**config.mk**
```make
export PLATFORM = sky130hd
export DESIGN_NAME = instruction_fetch
export DESIGN_NICKNAME = d
export VERILOG_FILES = /design/src/rtl/if_pkg.sv /design/src/rtl/if_perf_counters.sv /design/src/rtl/instruction_fetch.sv
export SDC_FILE = /design/constraint.sdc
export NUM_CORES = 1
export LEC_CHECK = 0
export CORE_ASPECT_RATIO = 0.75
export CORE_MARGIN = 1.5
export CORE_UTILIZATION = 41
export DETAILED_ROUTE_END_ITERATION = 8
export PLACE_DENSITY = 0.8
export SYNTH_ARGS = -nofsm -noshare
export SYNTH_HDL_FRONTEND = slang
export SYNTH_SLANG_ARGS = --single-unit
export TNS_END_PERCENT = 50
```
**constraint.sdc**
```tcl
create_clock -name clk -period 3.08 [get_ports clk]
set_input_delay 0.616 -clock clk [delete_from_list [all_inputs] [get_ports clk]]
set_output_delay 0.616 -clock clk [all_outputs]
set_load 0.02 [all_outputs]
```
**src/rtl/if_pkg.sv**
```systemverilog
// if_pkg: shared IF-stage constants, FSM encoding and the little-endian byte swap.
package if_pkg;

    localparam logic [31:0] NOP_INSTR = 32'h0000_0013;

    typedef enum logic [1:0] {
        BOOT = 2'd0,
        RUN  = 2'd1,
        TRAP = 2'd2
    } state_t;

    function automatic logic [31:0] byte_swap(input logic [31:0] w);
        return {w[7:0], w[15:8], w[23:16], w[31:24]};
    endfunction

endpackage

```
**src/rtl/if_perf_counters.sv**
```systemverilog
// if_perf_counters: saturating fetch/flush/stall event counters for the IF stage.
module if_perf_counters (
    input  logic        clk,
    input  logic        rst_n,
    input  logic        fetch,
    input  logic        flush,
    input  logic        stall,
    output logic [31:0] perf_fetch_cnt,
    output logic [31:0] perf_flush_cnt,
    output logic [31:0] perf_stall_cnt
);

    always_ff @(posedge clk) begin
        if (!rst_n) begin
            perf_fetch_cnt <= '0;
            perf_flush_cnt <= '0;
            perf_stall_cnt <= '0;
        end else begin
            if (fetch && !(&perf_fetch_cnt)) perf_fetch_cnt <= perf_fetch_cnt + 32'd1;
            if (flush && !(&perf_flush_cnt)) perf_flush_cnt <= perf_flush_cnt + 32'd1;
            if (stall && !(&perf_stall_cnt)) perf_stall_cnt <= perf_stall_cnt + 32'd1;
        end
    end

endmodule

```
**src/rtl/instruction_fetch.sv**
```systemverilog
// instruction_fetch: IF stage owning the PC, I-cache request and IF/ID register.
// Define IF_PERF_CNT_EN to add saturating fetch/flush/stall counters.
module instruction_fetch #(
    parameter logic [31:0] RESET_PC  = 32'h0000_0000,
    parameter logic [31:0] NOP_INSTR = if_pkg::NOP_INSTR,
    parameter int          ADDR_W    = 30
) (
    input  logic              clk,
    input  logic              rst_n,
    input  logic              memory_stall,
    input  logic              PC_write,
    input  logic              PC_src,
    input  logic              IF_flush,
    input  logic [31:0]       branch_address,
    input  logic [31:0]       IF_DWrite,
    input  logic              ICACHE_stall,
    input  logic [31:0]       ICACHE_rdata,
    output logic              ICACHE_ren,
    output logic              ICACHE_wen,
    output logic [ADDR_W-1:0] ICACHE_addr,
    output logic [31:0]       ICACHE_wdata,
    output logic [31:0]       instruction_1,
    output logic [31:0]       PC_1,
    output logic              fetch_error
`ifdef IF_PERF_CNT_EN
    ,
    output logic [31:0]       perf_fetch_cnt,
    output logic [31:0]       perf_flush_cnt,
    output logic [31:0]       perf_stall_cnt
`endif
);

    import if_pkg::*;

    state_t      state, state_n;
    logic [31:0] pc_r, pc_n, instr_n, pc1_n;
    logic        err_n, hold, bad_target;

    // rdata is meaningless while the cache is busy, so a cache stall freezes too
    assign hold         = memory_stall | ICACHE_stall;
    assign bad_target   = PC_src && (branch_address[1:0] != 2'b00);
    assign ICACHE_ren   = (state == RUN);
    assign ICACHE_wen   = 1'b0;
    assign ICACHE_wdata = '0;
    assign ICACHE_addr  = pc_r[ADDR_W+1:2];

    always_comb begin
        state_n = state;
        pc_n    = pc_r;
        instr_n = instruction_1;
        pc1_n   = PC_1;
        err_n   = fetch_error;
        case (state)
            BOOT: state_n = RUN;
            RUN: begin
                if (hold) begin
                    state_n = RUN;
                end else if (PC_write) begin
                    instr_n = IF_DWrite;
                end else if (bad_target) begin
                    state_n = TRAP;
                    err_n   = 1'b1;
                    instr_n = NOP_INSTR;
                end else if (PC_src || IF_flush) begin
                    pc_n    = PC_src ? branch_address : pc_r + 32'd4;
                    instr_n = NOP_INSTR;
                    pc1_n   = pc_r;
                end else begin
                    pc_n    = pc_r + 32'd4;
                    instr_n = byte_swap(ICACHE_rdata);
                    pc1_n   = pc_r;
                end
            end
            default: begin
                instr_n = NOP_INSTR;
                err_n   = 1'b1;
            end
        endcase
    end

    always_ff @(posedge clk) begin
        if (!rst_n) begin
            state         <= BOOT;
            pc_r          <= RESET_PC;
            instruction_1 <= NOP_INSTR;
            PC_1          <= '0;
            fetch_error   <= 1'b0;
        end else begin
            state         <= state_n;
            pc_r          <= pc_n;
            instruction_1 <= instr_n;
            PC_1          <= pc1_n;
            fetch_error   <= err_n;
        end
    end

`ifdef IF_PERF_CNT_EN
    logic run_free;
    assign run_free = (state == RUN) && !hold && !PC_write;

    if_perf_counters u_perf (
        .clk            (clk),
        .rst_n          (rst_n),
        .fetch          (run_free && !PC_src && !IF_flush),
        .flush          (run_free && (PC_src || IF_flush) && !bad_target),
        .stall          ((state == RUN) && hold),
        .perf_fetch_cnt (perf_fetch_cnt),
        .perf_flush_cnt (perf_flush_cnt),
        .perf_stall_cnt (perf_stall_cnt)
    );
`endif

endmodule

```
## Yosys cells after proc, flatten, opt, wreduce, memory -nomap -nowiden

Index checks and enable logic that the tools add are counted.

- Word-level logic and storage cells: 41
- ROM bits: 0
- Input bits: 103
- Register bits: 99
- RAM bits: 0
- Bits in latches: 0
- Output and inout port bits: 129
- Memories: 0

- $mul: 0
- Div/mod/pow operators: 0
- Equality and inequality tests: 6
- Multiplexer cells: 15
- Bitwise logic cells: 5
- Shifts and indexed selects: 0
- $lt $le $gt $ge: 0
- Add/sub/neg operators: 1
- Reductions and logical operators: 9

Operator list:

| cell | count |
|---|---|
| 2-to-1 mux 32 bit | 6 |
| case mux 32 bit (2 select lines) | 1 |
| adder 32 x 3 -> 32 bit (second input constant) | 1 |
| AND reduction 4 bit | 2 |
| 2-to-1 mux 2 bit | 3 |
| inequality test 2 bit (second input constant) | 2 |
| inverter 1 bit | 4 |
| case mux 2 bit (2 select lines) | 1 |
| nonzero test 2 bit | 2 |
| 2-to-1 mux 1 bit | 3 |
| inequality test 3 x 1 -> 1 bit (second input constant) | 1 |
| inequality test 3 x 2 -> 1 bit (second input constant) | 1 |
| AND reduction 3 bit | 1 |
| equality test 2 x 1 -> 1 bit (second input constant) | 1 |
| logical NOT 2 bit | 1 |
| inequality test 2 x 1 -> 1 bit (second input constant) | 1 |
| case mux 1 bit (2 select lines) | 1 |
| AND reduction 2 bit | 1 |
| logical AND 1 bit | 1 |
| logical OR 1 bit | 1 |
| bitwise OR 1 bit | 1 |

## Longest topological paths before layout

Gate-level depths: netlist of the first run.

- Depth after elaboration: 6
- Mapped depth: 8
- Mapped depth without buffers: 6

## Worst setup path after synthesis of the first run

Ideal clock, no wire load.

- Path kind: in2reg
- Start: in ICACHE_stall
- End: reg pc_r[19]
- Setup time: 0.117 ns
- Required time: 2.963 ns
- Buffers on the path: 2
- Setup slack: 0.716 ns
- Arrival time: 2.246 ns
- Cell stages on the path: 6
- Cell sequence: or4b_1 buf_2 or3_1 buf_6 a221o_1 a32o_1

- Longest elaborated chain between the ends: 3

RTL lines:

| item | line | RTL |
|---|---|---|
| from (decl) | instruction_fetch.sv:16 | `input logic ICACHE_stall,` |
| bitwise OR 1 bit | instruction_fetch.sv:40 | `assign hold = memory_stall \| ICACHE_stall;` |
| inverter 1 bit (no line) | -- |  |
| AND reduction 4 bit (no line) | -- |  |
| to (signal assigned) | instruction_fetch.sv:90 | `pc_r <= pc_n;` |
| to (decl) | instruction_fetch.sv:36 | `logic [31:0] pc_r, pc_n, instr_n, pc1_n;` |

No other way between the ends.
A chain may end at the register's enable or synchronous reset.

## Worst setup path in the final report of the first run

- Start: in ICACHE_stall
- End: reg pc_r[27]

Same word-level chain as after synthesis.

==> impl_metrics.csv, run 1 <==
group,metric,value,unit
timing,tns,0,ns
timing,skew,0.004291,ns
final_layout,drive_gt1_share,5.277,%
critical_path,cp_cell_sequence,"clkdlybuf4s50_1, or4b_1, or3_2, a222oi_1, o211ai_1",
timing,slew_viol_final,0,
final_layout,fillerInstances,1037,
critical_path,slowest_stage,"or3_2",
critical_path,end_kind,"register",
timing,layout_min_cycle_time,2.638,ns
logic_synthesis,async_flop_share,0,%
timing,max-slew-margin-rel,42.69,%
critical_path,worstSetupPathType,"primary input to register",
clocking,path_clk_slew,0.07,ns
logic_synthesis,ys_ff_latch,99,
critical_path,crit_buf_inv,1,
logic_synthesis,yosysUniqueCellTypes,52,
clocking,root_buffer,"clkbuf_16",
logic_synthesis,synth_warnings,0,
clocking,cts-htree-levels,3,
route,routedWlPerCell,16.82,um
critical_path,required,3.27,ns
timing,hold_viol,0,
global_route,gr-total-overflow,0,
run_status,outcome,"finished with violations",
floorplanning,initial_utilization,41.98,%
timing,whs,0.4543,ns
final_layout,regArea,1982,sq um
floorplanning,core,11610,sq um
route,first_pass_iters,9,
timing,rsz0062_at_grt,"no",
final_layout,n_antenna_cell,0,
global_route,grt_usage,24.29,%
route,wl_met2,7.369,mm
logic_synthesis,netlist_instances,604,
min_path,hp-class,"register to register",
place,gp_congestion,0.8702,
logic_synthesis,netlist_area,4876,sq um
logic_synthesis,synth-edff-count,0,
clocking,cts_buffers,9,
floorplanning,fp-row-count,34,
route,viasPerCell,5.516,
route,drc_errors,15,
critical_path,crit_path_start_kind,"primary input",
critical_path,crit_fanout,20,
route,vias,5075,
pwr,leakage,2.482,nW
job,maxCapViolCount,0,
route,met3WireLength,1.271,mm
clocking,clock-sinks,99,
final_layout,syn_to_final_growth,43.80,%
clocking,insertion_delay,0.34,ns
timing,finalCritPeriodShare,85.65,%
clocking,cts_tree,"built",
global_route,grt_max_degree,82,
final_layout,layout.nets,857,
timing,setup_viol,0,
clocking,holdBufCountCts,0,
clocking,post-cts-setup-buffers,0,
logic_synthesis,yosysSeqAreaShare,40.65,%
critical_path,crit_arrival,2.83,ns
floorplanning,die_h,97.44,um
logic_synthesis,syn_area_per_cell,8.073,sq um
route,wirelength,15.48,mm
clocking,cts_resized,0,
logic_synthesis,synth_ff_type,"dfxtp_1",
route,drt-met1-wl,6.705,mm
critical_path,path_delay_family,"simple AND/OR/NAND/NOR gates",
global_route,grt_pass1_wl,24.23,mm
global_route,grt_pass1_vias,4734,
pwr,power.density,430.6,nW/um^2
global_route,antenna_found_initial,0,
pwr,peakVddDrop,0.0002996,V
route,postRouteAntennaNets,0,
floorplanning,fp.dieW,128.9,um
clocking,clockBufferDepth,2,
route,highest_layer,"met4",
floorplanning,io_pins,232,
timing,tightest_slew,0.8597,ns
place,post-dp-hpwl,11.02,mm
place,place.port_buffers,198,
timing,max_freq,379.1,MHz
run_status,violations,"DRC",
floorplanning,dieArea,12560,sq um
final_layout,multi_input_area,2356,sq um
route,first_iter_violations,412,
critical_path,slowest_delay,0.66,ns
[logic make-up after synthesis]
family | after synthesis | share of synthesized area [%]
AOI/OAI and AO/OA | 155 | 22.66
and+or+nand+nor | 232 | 22.07
muxes | 2 | 0.4106
DFF | 99 | 40.65
buffers and inverters | 114 | 13.88
other | 1 | 0.07691
adders and majority gates | 1 | 0.2566
[registers in the layout, indices dropped and copies added (netlist names)]
signal,count
PC_1,32
state,2
pc_r,32
instruction_1,32
fetch_error,1
[metrics by stage]
step                setup slack (ns)  util (%)  cells  power, mW  cell area (sq um)
finish                        0.4420     60.37    920      3.019               7012
global route                  0.3783     60.37    920      3.138               7012
CTS                           0.4521     60.37    920      3.038               7012
detailed placement           0.08559     57.42    904      1.742               6669
global placement              0.1212     57.42    904      1.733               6669
floorplan                     0.7163         -    636      1.568               4996
[per-layer routing]
layer | up-vias | global-route usage (%)
li1 | 2409 | -
met1 | 2404 | 33.10
met2 | 247 | 38.91
met3 | 15 | 6.663
met4 | 0 | 4.062
met5 | - | 0
[layout make-up]
class | count | area share (%)
flip-flops and latches | 99 | 28.27
inverters | 7 | 0.3747
well taps | 162 | 2.891
repair buffers | 213 | 29.98
clock inverters | 5 | 1.428
multi-input cells | 423 | 33.60
clock buffers | 11 | 3.462
[path summary, 6_finish.rpt]
path	end	cells past startpoint	startpoint	slack, ns
worst max-delay path	pc_r[27]$_SDFFE_PN0P_	5	ICACHE_stall	0.44
worst min-delay path	PC_1[29]$_SDFFE_PN0P_	2	PC_1[29]$_SDFFE_PN0P_	0.45
worst max register to register	pc_r[28]$_SDFFE_PN0P_	6	pc_r[2]$_SDFFE_PN0P_	0.69
worst min register to register	PC_1[29]$_SDFFE_PN0P_	2	PC_1[29]$_SDFFE_PN0P_	0.45
[cells in the mapped netlist (5+ instances only)]
library cell / count / area, sq um
buf_4: 63 / 473.0
nand3_1: 24 / 120.1
nand2_1: 94 / 352.8
o211ai_1: 9 / 67.56
and3_1: 11 / 68.82
nand4_1: 10 / 62.56
a21oi_1: 45 / 225.2
or4_1: 8 / 60.06
a21o_1: 5 / 37.54
nor2_1: 52 / 195.2
dfxtp_1: 99 / 1982
a31oi_1: 5 / 31.28
nor3_1: 10 / 50.05
a22oi_1: 7 / 52.55
o21ai_0: 20 / 100.1
inv_1: 6 / 22.52
clkbuf_1: 37 / 138.9
a222oi_1: 31 / 310.3
[tightest hold or removal path: cells and delay by family (launching register included)]
kind	cells	cell delay (ns)
AND/OR/NAND/NOR	1	0.05
flip-flops	1	0.31
AO/OA/AOI/OAI	1	0.05
[power by group]
| part | total, mW | switching [mW] | internal, mW | leakage (nW) |
|---|---|---|---|---|
| Clock | 1.30 | 0.488 | 0.814 | 0.169 |
| Sequential | 1.33 | 0.0267 | 1.30 | 0.800 |
| Combinational | 0.389 | 0.192 | 0.197 | 1.51 |
[cell usage in the layout, fill, tap and decap left out, types with 3 or more instances in the layout]
| cell | n |
|---|---|
| clkdlybuf4s50_1 | 197 |
| dfxtp_1 | 99 |
| nand2_1 | 94 |
| nor2_1 | 51 |
| a21oi_1 | 44 |
| conb_1 | 33 |
| a222oi_1 | 31 |
| nand3_1 | 24 |
| o21ai_0 | 20 |
| buf_4 | 14 |
| and3_1 | 11 |
| nand4_1 | 10 |
| o211ai_1 | 9 |
| nor3_1 | 9 |
| clkbuf_16 | 9 |
| or4_1 | 8 |
| a22oi_1 | 7 |
| inv_1 | 6 |
| a21o_1 | 5 |
| a31oi_1 | 5 |
| nor4_1 | 4 |
| a22o_1 | 4 |
| nor2b_1 | 3 |
| o21a_1 | 3 |
| a221oi_1 | 3 |
| and4_1 | 3 |
| or3_1 | 3 |
| a211o_1 | 3 |
| o2111ai_1 | 3 |
| and2_1 | 3 |
| o31ai_1 | 3 |
| bufinv_16 | 3 |
Note: power is estimated with default switching activity, not from simulation.
==> run 2, diff against run 1 <==
--- a/config.mk
+++ b/config.mk
@@ -13,4 +13,4 @@
 export SYNTH_ARGS = -nofsm -noshare
 export SYNTH_HDL_FRONTEND = slang
 export SYNTH_SLANG_ARGS = --single-unit
-export TNS_END_PERCENT = 50
+export TNS_END_PERCENT = 5
==> results of run 2 <==
Same layout as run 1: the final DEF is identical, and so are final timing and power.
